$ cat src/rtl/palindrome_scan_seq.sv
// Multi-cycle bit-palindrome checker. It compares PAIRS_PER_CYCLE mirrored bit pairs per cycle
// and stops at the first mismatch. Words come in and results go out over valid/ready handshakes.
module palindrome_scan_seq #(
  parameter int unsigned WIDTH           = 32,
  parameter int unsigned PAIRS_PER_CYCLE = 1,
  parameter int unsigned LW              = $clog2(WIDTH + 1),
  parameter int unsigned IW              = $clog2(WIDTH)
) (
  input  logic             clk,
  input  logic             rst_n,
  input  logic             in_valid,
  output logic             in_ready,
  input  logic [WIDTH-1:0] in_data,
  input  logic             in_mode,
  output logic             out_valid,
  input  logic             out_ready,
  output logic             out_pal,
  output logic [LW-1:0]    out_len,
  output logic [IW-1:0]    out_mis_idx
);

  typedef enum logic [1:0] {StIdle, StScan, StDone} state_e;

  state_e           st_q, st_d;
  logic [WIDTH-1:0] data_q, data_d;
  logic [IW-1:0]    lo_q, lo_d, hi_q, hi_d, mis_q, mis_d;
  logic [LW-1:0]    len_q, len_d;
  logic             pal_q, pal_d;
  logic [IW-1:0]    msb;
  logic             nonzero;

  // Highest set bit of the incoming word. It sets the mode-1 key in the accept cycle.
  always_comb begin
    msb = '0;
    for (int i = 0; i < int'(WIDTH); i++) begin
      if (in_data[i]) msb = IW'(i);
    end
  end

  assign nonzero = |in_data;

  always_comb begin
    int  lj, hj, lo_n, hi_n;
    logic miss;
    st_d   = st_q;
    data_d = data_q;
    lo_d   = lo_q;
    hi_d   = hi_q;
    mis_d  = mis_q;
    len_d  = len_q;
    pal_d  = pal_q;
    miss   = 1'b0;
    lj     = 0;
    hj     = 0;
    lo_n   = int'(lo_q) + int'(PAIRS_PER_CYCLE);
    hi_n   = int'(hi_q) - int'(PAIRS_PER_CYCLE);

    case (st_q)
      StIdle: begin
        if (in_valid) begin
          data_d = in_data;
          lo_d   = '0;
          mis_d  = '0;
          if (!in_mode) begin
            hi_d  = IW'(WIDTH - 1);
            len_d = LW'(WIDTH);
          end else if (nonzero) begin
            hi_d  = msb;
            len_d = LW'(msb) + LW'(1);
          end else begin
            hi_d  = '0;
            len_d = '0;
          end
          if (len_d <= LW'(1)) begin
            pal_d = 1'b1;
            st_d  = StDone;
          end else begin
            pal_d = 1'b0;
            st_d  = StScan;
          end
        end
      end

      StScan: begin
        // Signed ints keep hi-j from wrapping; pairs at or past the middle are skipped.
        for (int j = 0; j < int'(PAIRS_PER_CYCLE); j++) begin
          lj = int'(lo_q) + j;
          hj = int'(hi_q) - j;
          if (!miss && (lj < hj) && (data_q[IW'(lj)] != data_q[IW'(hj)])) begin
            miss  = 1'b1;
            mis_d = IW'(lj);
          end
        end
        if (miss) begin
          pal_d = 1'b0;
          st_d  = StDone;
        end else if (lo_n >= hi_n) begin
          pal_d = 1'b1;
          mis_d = '0;
          st_d  = StDone;
        end else begin
          lo_d = IW'(lo_n);
          hi_d = IW'(hi_n);
        end
      end

      StDone: begin
        if (out_ready) st_d = StIdle;
      end

      default: st_d = StIdle;
    endcase
  end

  always_ff @(posedge clk or negedge rst_n) begin
    if (!rst_n) begin
      st_q   <= StIdle;
      data_q <= '0;
      lo_q   <= '0;
      hi_q   <= '0;
      mis_q  <= '0;
      len_q  <= '0;
      pal_q  <= 1'b0;
    end else begin
      st_q   <= st_d;
      data_q <= data_d;
      lo_q   <= lo_d;
      hi_q   <= hi_d;
      mis_q  <= mis_d;
      len_q  <= len_d;
      pal_q  <= pal_d;
    end
  end

  assign in_ready    = (st_q == StIdle);
  assign out_valid   = (st_q == StDone);
  assign out_pal     = pal_q;
  assign out_len     = len_q;
  assign out_mis_idx = mis_q;

endmodule
$ cat config.mk
export PLATFORM = sky130hd
export DESIGN_NAME = palindrome_scan_seq
export DESIGN_NICKNAME = d
export VERILOG_FILES = /design/src/rtl/palindrome_scan_seq.sv
export SDC_FILE = /design/constraint.sdc
export NUM_CORES = 1
export LEC_CHECK = 0
export CELL_PAD_IN_SITES_DETAIL_PLACEMENT = 1
export CELL_PAD_IN_SITES_GLOBAL_PLACEMENT = 1
export CORE_MARGIN = 5
export CORE_UTILIZATION = 39
export CTS_BUF_LIST = sky130_fd_sc_hd__clkbuf_8
export DETAILED_ROUTE_END_ITERATION = 8
export PLACE_DENSITY_LB_ADDON = 0.1
export SLEW_MARGIN = 20
export SYNTH_ARGS = -nofsm -noshare
export SYNTH_HDL_FRONTEND = slang
export SYNTH_SLANG_ARGS = --single-unit
$ cat constraint.sdc
create_clock -name clk -period 3.1 [get_ports clk]
set_clock_uncertainty 0.05 [all_clocks]
set_input_delay 0.62 -clock clk [delete_from_list [all_inputs] [get_ports clk]]
set_output_delay 0.62 -clock clk [all_outputs]
set_load 0.01 [all_outputs]
# After elaboration in Yosys (flattened, before gate mapping)

Cells that the tools add are included.

Register bits after elaboration: 56
Bits of input ports: 37
Output and inout bits: 14
Logic and storage cells: 100

Add/sub/neg operators: 3
Magnitude comparators: 5
Equal/unequal tests: 8
Mux-type cells: 68
Reductions and logical operators: 9

Operators by type and width:

| operator              | count |
|---|---|
| $mux W5               | 39 |
| $reduce_or A32 Y1     | 1 |
| $pmux W5 S2           | 3 |
| $mux W6               | 4 |
| $lt A5 B7 Y1 const B  | 2 |
| $mux W2               | 7 |
| $add A5 B1 Y6 const B | 2 |
| $mux W1               | 11 |
| $bmux W1 S5           | 2 |
| $ge A7 B6 Y1          | 1 |
| $le A6 B1 Y1 const B  | 1 |
| $ne A2 B2 Y1 const B  | 3 |
| $pmux W2 S3           | 1 |
| $reduce_and A3 Y1     | 2 |
| $sub A5 B1 Y6 const B | 1 |
| $lt A5 B5 Y1          | 1 |
| $reduce_and A2 Y1     | 2 |
| $reduce_and A4 Y1     | 1 |
| $ne A3 B3 Y1 const B  | 1 |
| $eq A2 B1 Y1 const B  | 1 |
| $eq A2 B2 Y1 const B  | 1 |
| $logic_not A2 Y1      | 1 |
| $ne A2 B1 Y1 const B  | 1 |
| $pmux W1 S2           | 1 |
| 3 further kinds       | 3 |

# Logic depth before layout (Yosys ltp)

Gate-level depths: netlist of run 1.

Word-level depth: 40
Gate-level depth with buffers: 15
Depth with buffers taken out: 14

# Worst setup path before layout of run 1

No wires, ideal clock.

Kind: input-to-reg
Start point: in in_data[6]
End point: reg st_q[1]
Setup time: 0.066 ns
Arrival time: 3.046 ns
Required time: 2.984 ns
Setup slack: -0.062 ns
Cell stages on the path: 14
Buffers on the path: 0
Cells stage by stage: nor3b_1 -> a2111oi_0 -> a2111oi_0 -> o31ai_1 -> a211oi_1 -> o21ai_1 -> a21oi_1 -> ha_1 -> inv_1 -> o21ai_0 -> o21ai_0 -> or2_1 -> o41ai_1 -> a22o_1

Word-level cells in the longest chain between the ends: 35
Elaborated cells between the ends (all ways): 36
Those cells by class: add/sub: 1; order compare: 1; mux: 33; reduce/logical: 1

Ends and longest elaborated chain:

| element                | RTL line | source |
|---|---|---|
| from (decl)            | 13       | `input logic [WIDTH-1:0] in_data,` |
| $mux W5 (26 in series) | 36       | `if (in_data[i]) msb = IW'(i);` |
| $add A5 B1 Y6          | 69       | `len_d = LW'(msb) + LW'(1);` |
| $mux W6 *              | 67       | `end else if (nonzero) begin` |
| $mux W6 *              | 64       | `if (!in_mode) begin` |
| $mux W6 *              | 60       | `if (in_valid) begin` |
| $mux W6 *              | 58       | `case (st_q)` |
| $le A6 B1 Y1 *         | 74       | `if (len_d <= LW'(1)) begin` |
| $mux W2 *              | 74       |  |
| $mux W2 *              | 60       |  |
| $pmux W2 S3 *          | 58       |  |
| to (signal assigned)   | 117      | `st_q <= StIdle;` |
| to (signal assigned)   | 125      | `st_q <= st_d;` |
| to (decl)              | 24       | `state_e st_q, st_d;` |

Mark *: on every way between the ends. The rest lies on a longest branch, timed or not. The select of a mux whose other input is x is not followed.
A chain may end at the register's enable or synchronous reset.

# Worst setup path after layout of run 1

Start point: in in_data[18]
End point: reg st_q[1]

Word-level cells in the longest chain between the ends: 23
Elaborated cells between the ends (all ways): 24
Those cells by class: add/sub: 1; order compare: 1; mux: 21; reduce/logical: 1

Ends and longest elaborated chain:

| element                | RTL line |
|---|---|
| $mux W5 (14 in series) | 36 |
| $add A5 B1 Y6          | 69 |
| $mux W6 *              | 67 |
| $mux W6 *              | 64 |
| $mux W6 *              | 60 |
| $mux W6 *              | 58 |
| $le A6 B1 Y1 *         | 74 |
| $mux W2 *              | 74 |
| $mux W2 *              | 60 |
| $pmux W2 S3 *          | 58 |

Marks and branches as above.

==> metrics.md, run 1 <==
| Metric | Value |
|---|---|
| Pwr Density | ~700 nW/µm² |
| Largest net degree at the start of global routing | 40 |
| Detail Route Antenna Nets | 0 |
| Fmax | 320 MHz |
| Setup crit start | in_data[18] |
| Initial antenna violation count | 0 |
| Slowest library cell on the worst path | or4_4 |
| Clk slew on worst S/H paths | 100 ps |
| Cells along the critical path | clkdlybuf4s50_1 > or4_4 > nor3_2 > o211ai_1 > nor2b_4 > ha_4 > a31oi_2 > o21ai_1 > or2_4 > o41ai_2 > a22o_1 |
| Syn_area_per_cell | 8.55 µm² |
| Crit path largest cell delay | 570 ps |
| Final instance area | ~5500 µm² |
| IO buf count | 50 |
| DRT Pass-1 Iters | 4 |
| CTS sink count | 56 |
| Clock buffer depth | 2 |
| Number of synthesized flops with an enable pin | 0 |
| First-pass GRT wire length | 22.6 mm |
| Gr busiest metal | met2 |
| Met3 usage | 3.14% |
| Failing checks | setup timing |
| CTS Root Buffer Type | clkbuf_8 |
| Pwr Total | 3.84 mW |
| Syn Nets | 499 |
| CP Capture Type | register |
| 1st-iter DRT viols | 176 |
| Vias in the first global route | about 4300 |
| H-Tree Level Count | 2 |
| Status | complete, but fails checks |
| Nets | 633 |
| CP Capture Point | st_q[1] |
| Area of the multi-input gates | 2510 µm² |
| Seq. cell area | 1410 µm² |
| Slew @ Worst Pin | 996 ps |
| Worst hold path class | in -> async |
| Worst R2R Path Depth | 9 |
| Ant diodes | 0 |
| Ys Warns | 0 |
| Primary FF master, synth | dfrtp_1 |
| Final period utilization | 101% |
| GPL Wtd Cong | between 0.8 and 0.9 |
| Peak VDD IR | about 0.34 mV |
| Routed wire length | about 14 mm |
| Post-layout minimum cycle time | between 3000 and 4000 ps |
| Placement Cell Area | roughly 5100 µm² |
| Clk Latency, worst-skew pair | 310 ps |
| Asr flop ratio synth | 100% |
| Hold_buf cts | 0 |
| Met2 Use GR | a little over two fifths |
| Layout cells sized above 1 | between 20 and 30% |
| Wire per inst | 19.7 µm |
| CP Class | in -> reg |
| Finished Layout Cells | around 720 |
| Netlist Area Pre-Place | 3820 µm² |
| CP startpoint kind | input pin |
| Layout area overhead | 42.7% |
| Endpoints failing setup | 1 |
| Critical Path AT | around 3300 ps |
| Die area | 11900 µm² |
| Total gr overflow | 0 |
| Finished Core Util | 56.3% |
| Core ar. | slightly below 10000 µm² |
| Worst Path Required | ~3300 ps |
| Final hold violations | 0 |
| Max Fanout on Critical Path | 3 |
| Reg-to-reg slack, setup | approximately 200 ps |
| Final Slew Violations | 0 |
| RR Startpoint | lo_q[0] |
| IO Pins | 51 |
| Lkg Pwr | 2.60 nW |
| Detailed placement HPWL | 10.5 mm |
| Die Span X | 109 µm |
| Total negative slack | -29.2 ps |
| Met1 usage in global routing | a little under a third |
| Syn Inst Count | 447 |
| Rows | 36 |
| Total CTS buffers | 5 |
| RSZ-0062 raised after global routing | true |
| Max-slew headroom | 33.6% |
| Starting Density | 39.4% |
| Unique masters post-synth | 53 |
| Vias | slightly below 4000 |
| R2r endpoint | out_mis_idx[3] |
| # fillers | 1143 |
| Post-synthesis sequential area ratio | 36.7% |
| Placed insts | 697 |
| Setup ws final | -29.2 ps |
| Gr usage total | 24.8% |
| Post-synthesis sequential element count | 56 |
| Die Y | 109 µm |
| CTS tree | yes |
| Max Cap Violations | 0 |
| DRC Markers | 0 |
| Via density | 5.48 |
## area by class of cell
type,count,share of cell area [%]
clock buffer,6,1.52
sequential,56,25.8
clock inverter,2,0.138
tap,133,3.05
multi-input combinational,351,46.1
timing repair buffer,147,22.0
inverter,20,1.38
## repair_timing
action                     in CTS  in global routing
setup endpoints to repair      10                 18
buffers inserted                3                  7
resized for setup              61                 25
gates cloned                    0                  0
pin swaps                      16                 14
## worst min-delay path by stage
stage	endpoint	cells past startpoint
3_5_place_dp	out_len[4]	2
5_1_grt	data_q[2]	1
3_3_place_gp	out_len[0]	2
4_1_cts	data_q[3]	1
2_1_floorplan	data_q[0]	0
6_report	data_q[2]	1
## layout by cell type, fill, tap and decap left out, types with 3 or more instances in the layout
master / instances
xnor2_1: 5
a22o_1: 6
nor4_1: 5
dfrtp_1: 54
clkdlybuf4s50_1: 36
nor3_2: 4
o21ai_2: 4
mux4_2: 7
a21oi_1: 11
mux2i_1: 24
nor2b_1: 8
o21ai_0: 12
nand4_1: 4
ha_1: 14
nor2b_4: 3
a22oi_1: 5
dlygate4sd2_1: 6
nand2_1: 111
nand3_1: 15
nor3_1: 8
clkbuf_8: 6
nor2_1: 29
o211ai_1: 5
o31ai_1: 6
o21ai_1: 3
clkbuf_2: 3
a211oi_1: 3
o21a_1: 5
inv_1: 21
buf_4: 97
## stage by stage
| stage | hold WS [ps] | setup slack (ps) |
|---|---|---|
| 6_report | 401 | -29.2 |
| 4_1_cts | 413 | -59.2 |
| 3_5_place_dp | 417 | -988 |
| 5_1_grt | 460 | -119 |
| 2_1_floorplan | 274 | 10.5 |
| 3_3_place_gp | 417 | -734 |
## logic make-up after synthesis
family,synth area share [%]
buffers and inverters,4.45
muxes,10.7
xor gates and xnor gates,2.03
adders and majority gates,4.91
AOI/OAI and AO/OA,16.4
DFF,36.7
and+or+nand+nor,24.8
## synthesized netlist by cell type, types with 3 or more instances
cell type / instances / area share (%)
a211oi_1: 4 / 0.79
a21oi_1: 13 / 1.7
a22o_1: 6 / 1.4
a22oi_1: 5 / 0.98
a31oi_1: 3 / 0.49
buf_1: 4 / 0.39
buf_2: 4 / 0.52
clkbuf_1: 10 / 0.98
dfrtp_1: 56 / 37
ha_1: 15 / 4.9
inv_1: 20 / 2.0
mux2i_1: 25 / 6.6
mux4_2: 7 / 4.1
nand2_1: 112 / 11
nand3_1: 15 / 2.0
nand4_1: 4 / 0.65
nor2_1: 29 / 2.8
nor2b_1: 12 / 2.0
nor3_1: 12 / 1.6
nor4_1: 6 / 0.98
o211ai_1: 5 / 0.98
o21a_1: 5 / 0.98
o21ai_0: 15 / 2.0
o21ai_1: 5 / 0.65
o31ai_1: 8 / 1.6
or4_1: 4 / 0.79
xnor2_1: 6 / 1.4
## layer usage
layer / part of all wire (%) / wire length, µm
met1: 43 / 6080
met2: 51 / 7190
met3: 3.4 / 485
met4: 2.5 / 356
met5: 0 / 0
## critical path: cells and delay by family
| family | cells | cell delay, ps |
|---|---|---|
| AOI/OAI and AO/OA | 5 | 920 |
| adders and majority gates | 1 | 190 |
| buffers and inverters | 1 | 420 |
| and+or+nand+nor | 4 | 1180 |
## where the power goes
group          internal (mW)  switching (mW)
Combinational          0.995            1.12
Clock                  0.177           0.239
Sequential              1.03           0.279
Total                   2.20            1.64
## registers in the layout (all words and copies together) (netlist names)
name         flops
data_q          32
hi_q             5
lo_q             5
out_len          6
out_mis_idx      5
out_pal          1
st_q             2
No activity file was read; power rests on OpenSTA's default activity.
==> inputs of run 2 (changes only) <==
MAX_ROUTING_LAYER = met4   (was default)
==> run 2 against run 1 <==
Routed wire length fell by 0.18%. Sequential share of layout area is the same. Power increased by 0.13%. The run still ends with setup timing left. Global-route usage up 0.78 points.
==> metrics.md, run 2 (synthesized netlist as in run 1, its figures left out) <==
| Metric | Value |
|---|---|
| H-Tree Level Count | 2 |
| Core ar. | 9680 µm² |
| Critical Path AT | approximately 3300 ps |
| Clk slew on worst S/H paths | 100 ps |
| Max Fanout on Critical Path | 3 |
| Final Slew Violations | 0 |
| Most common cell after layout, fill and taps aside | nand2_1 |
| Layout cells sized above 1 | 28.0% |
| Total CTS buffers | 5 |
| Final instance area | 5450 µm² |
| Die area | between 10000 and 15000 µm² |
| Clock buffer depth | 2 |
| Via density | 5.49 |
| Lkg Pwr | roughly 2.6 nW |
| Setup ws final | -36.2 ps |
| Detail Route Antenna Nets | 0 |
| Die Y | 109 µm |
| Starting Density | 39.4% |
| Placed insts | 697 |
| Layout area overhead | 42.7% |
| Slew @ Worst Pin | 981 ps |
| Final hold violations | 0 |
| Pwr Density | 705 nW/µm² |
| Die Span X | 109 µm |
| Max Cap Violations | 0 |
| Ant diodes | 0 |
| Wire per inst | between 15 and 20 µm |
| Rows | 36 |
| Worst hold path class | in -> async |
| CP Class | in -> reg |
| Largest net degree at the start of global routing | 40 |
| Status | complete, but fails checks |
| Gr usage total | between 20% and 30% |
| Failing checks | setup timing |
| Most frequent cells in the layout | nand2_1 (111), buf_4 (97), dfrtp_1 (54) |
| Total gr overflow | 0 |
| CP Capture Type | register |
| Final period utilization | 101% |
| IO Pins | 51 |
| Post-layout minimum cycle time | roughly 3100 ps |
| Clk Latency, worst-skew pair | 310 ps |
| CTS Root Buffer Type | clkbuf_8 |
| IO buf count | 50 |
| Nets | approximately 630 |
| Total negative slack | -36.2 ps |
| RSZ-0062 raised after global routing | true |
| Largest Register | data_q |
| GPL Wtd Cong | 0.912 |
| Largest register FFs | 32 |
| Finished Core Util | 56.3% |
| First-pass GRT wire length | 22.7 mm |
| 1st-iter DRT viols | 204 |
| Worst hold slack | 391 ps |
| Hold_buf cts | 0 |
| DRT Pass-1 Iters | 4 |
| DRC Markers | 0 |
| CTS tree | yes |
| Vias | 3927 |
| Initial antenna violation count | 0 |
| Finished Layout Cells | approximately 720 |
| CP startpoint kind | input pin |
| Fmax | around 320 MHz |
| Max-slew headroom | 34.6% |
| Endpoints failing setup | 1 |
| Peak VDD IR | around 0.35 mV |
| Routed wire length | between 10 and 15 mm |
| CTS sink count | 56 |
| Detailed placement HPWL | 10.5 mm |
| Vias in the first global route | around 4200 |
| Worst Path Required | 3310 ps |
| Placement Cell Area | just over 5000 µm² |
-- run 2: cell counts in the layout (fill, tap and decap cells not counted) --
No cell type changed its count.
-- run 2: path summary, 6_finish.rpt --
check / start / end / slack (ps) / depth (start not counted)
setup / recovery: in_data[18] / st_q[1] / -40 / 11
min in group clk: out_len[2] / out_len[2] / 450 / 2
hold / removal: rst_n / data_q[3] / 390 / 1
max in group asynchronous: rst_n / lo_q[2] / 1870 / 1
hold reg to reg: out_len[2] / out_len[2] / 450 / 2
setup reg to reg: lo_q[0] / out_mis_idx[3] / 190 / 9
-- run 2: critical path, cell delays in order --
cell,delay (ps)
clkdlybuf4s50_1,420
or4_4,570
nor3_2,140
o211ai_1,220
nor2b_4,200
ha_4,190
a31oi_2,190
o21ai_1,110
or2_4,270
o41ai_2,230
a22o_1,180
-- run 2: metal layers --
| layer | track usage [%] | part of all wire [%] | vias up | routed length (µm) |
|---|---|---|---|---|
| li1 | - | - | 1856 | - |
| met1 | 31.7 | 43 | 1948 | 6060 |
| met2 | 43.7 | 51 | 103 | 7140 |
| met3 | 3.26 | 3.7 | 20 | 520 |
| met4 | 7.12 | 2.6 | 0 | 361 |
| met5 | - | 0 | - | 0 |
-- run 2: what timing repair did --
action | 4_1_cts | 5_1_grt
setup buffers | 3 | 7
pin swaps | 16 | 13
gates resized for setup | 61 | 25
setup endpoints to repair | 10 | 18
-- run 2: power breakdown --
group | total [mW] | switching, mW | internal [mW]
registers | 1.31 | 0.279 | 1.03
clock network | 0.416 | 0.240 | 0.177
logic | 2.12 | 1.12 | 0.995
total | 3.84 | 1.64 | 2.20
-- run 2: area by class of cell --
class,instances,area (µm²)
Clock buffer,6,82.6
Clock inverter,2,7.51
Fill cell,1143,4230
Inverter,20,75.1
Multi-Input combinational cell,351,2510
Sequential cell,56,1410
Tap cell,133,166
Timing Repair Buffer,147,1200
-- run 2: per-stage QoR --
step                setup WS, ps  power (mW)
floorplan                   10.5        2.51
global placement            -734        3.27
detailed placement          -988        3.37
CTS                        -59.2        3.82
global route                -117        4.14
finish                     -36.2        3.84
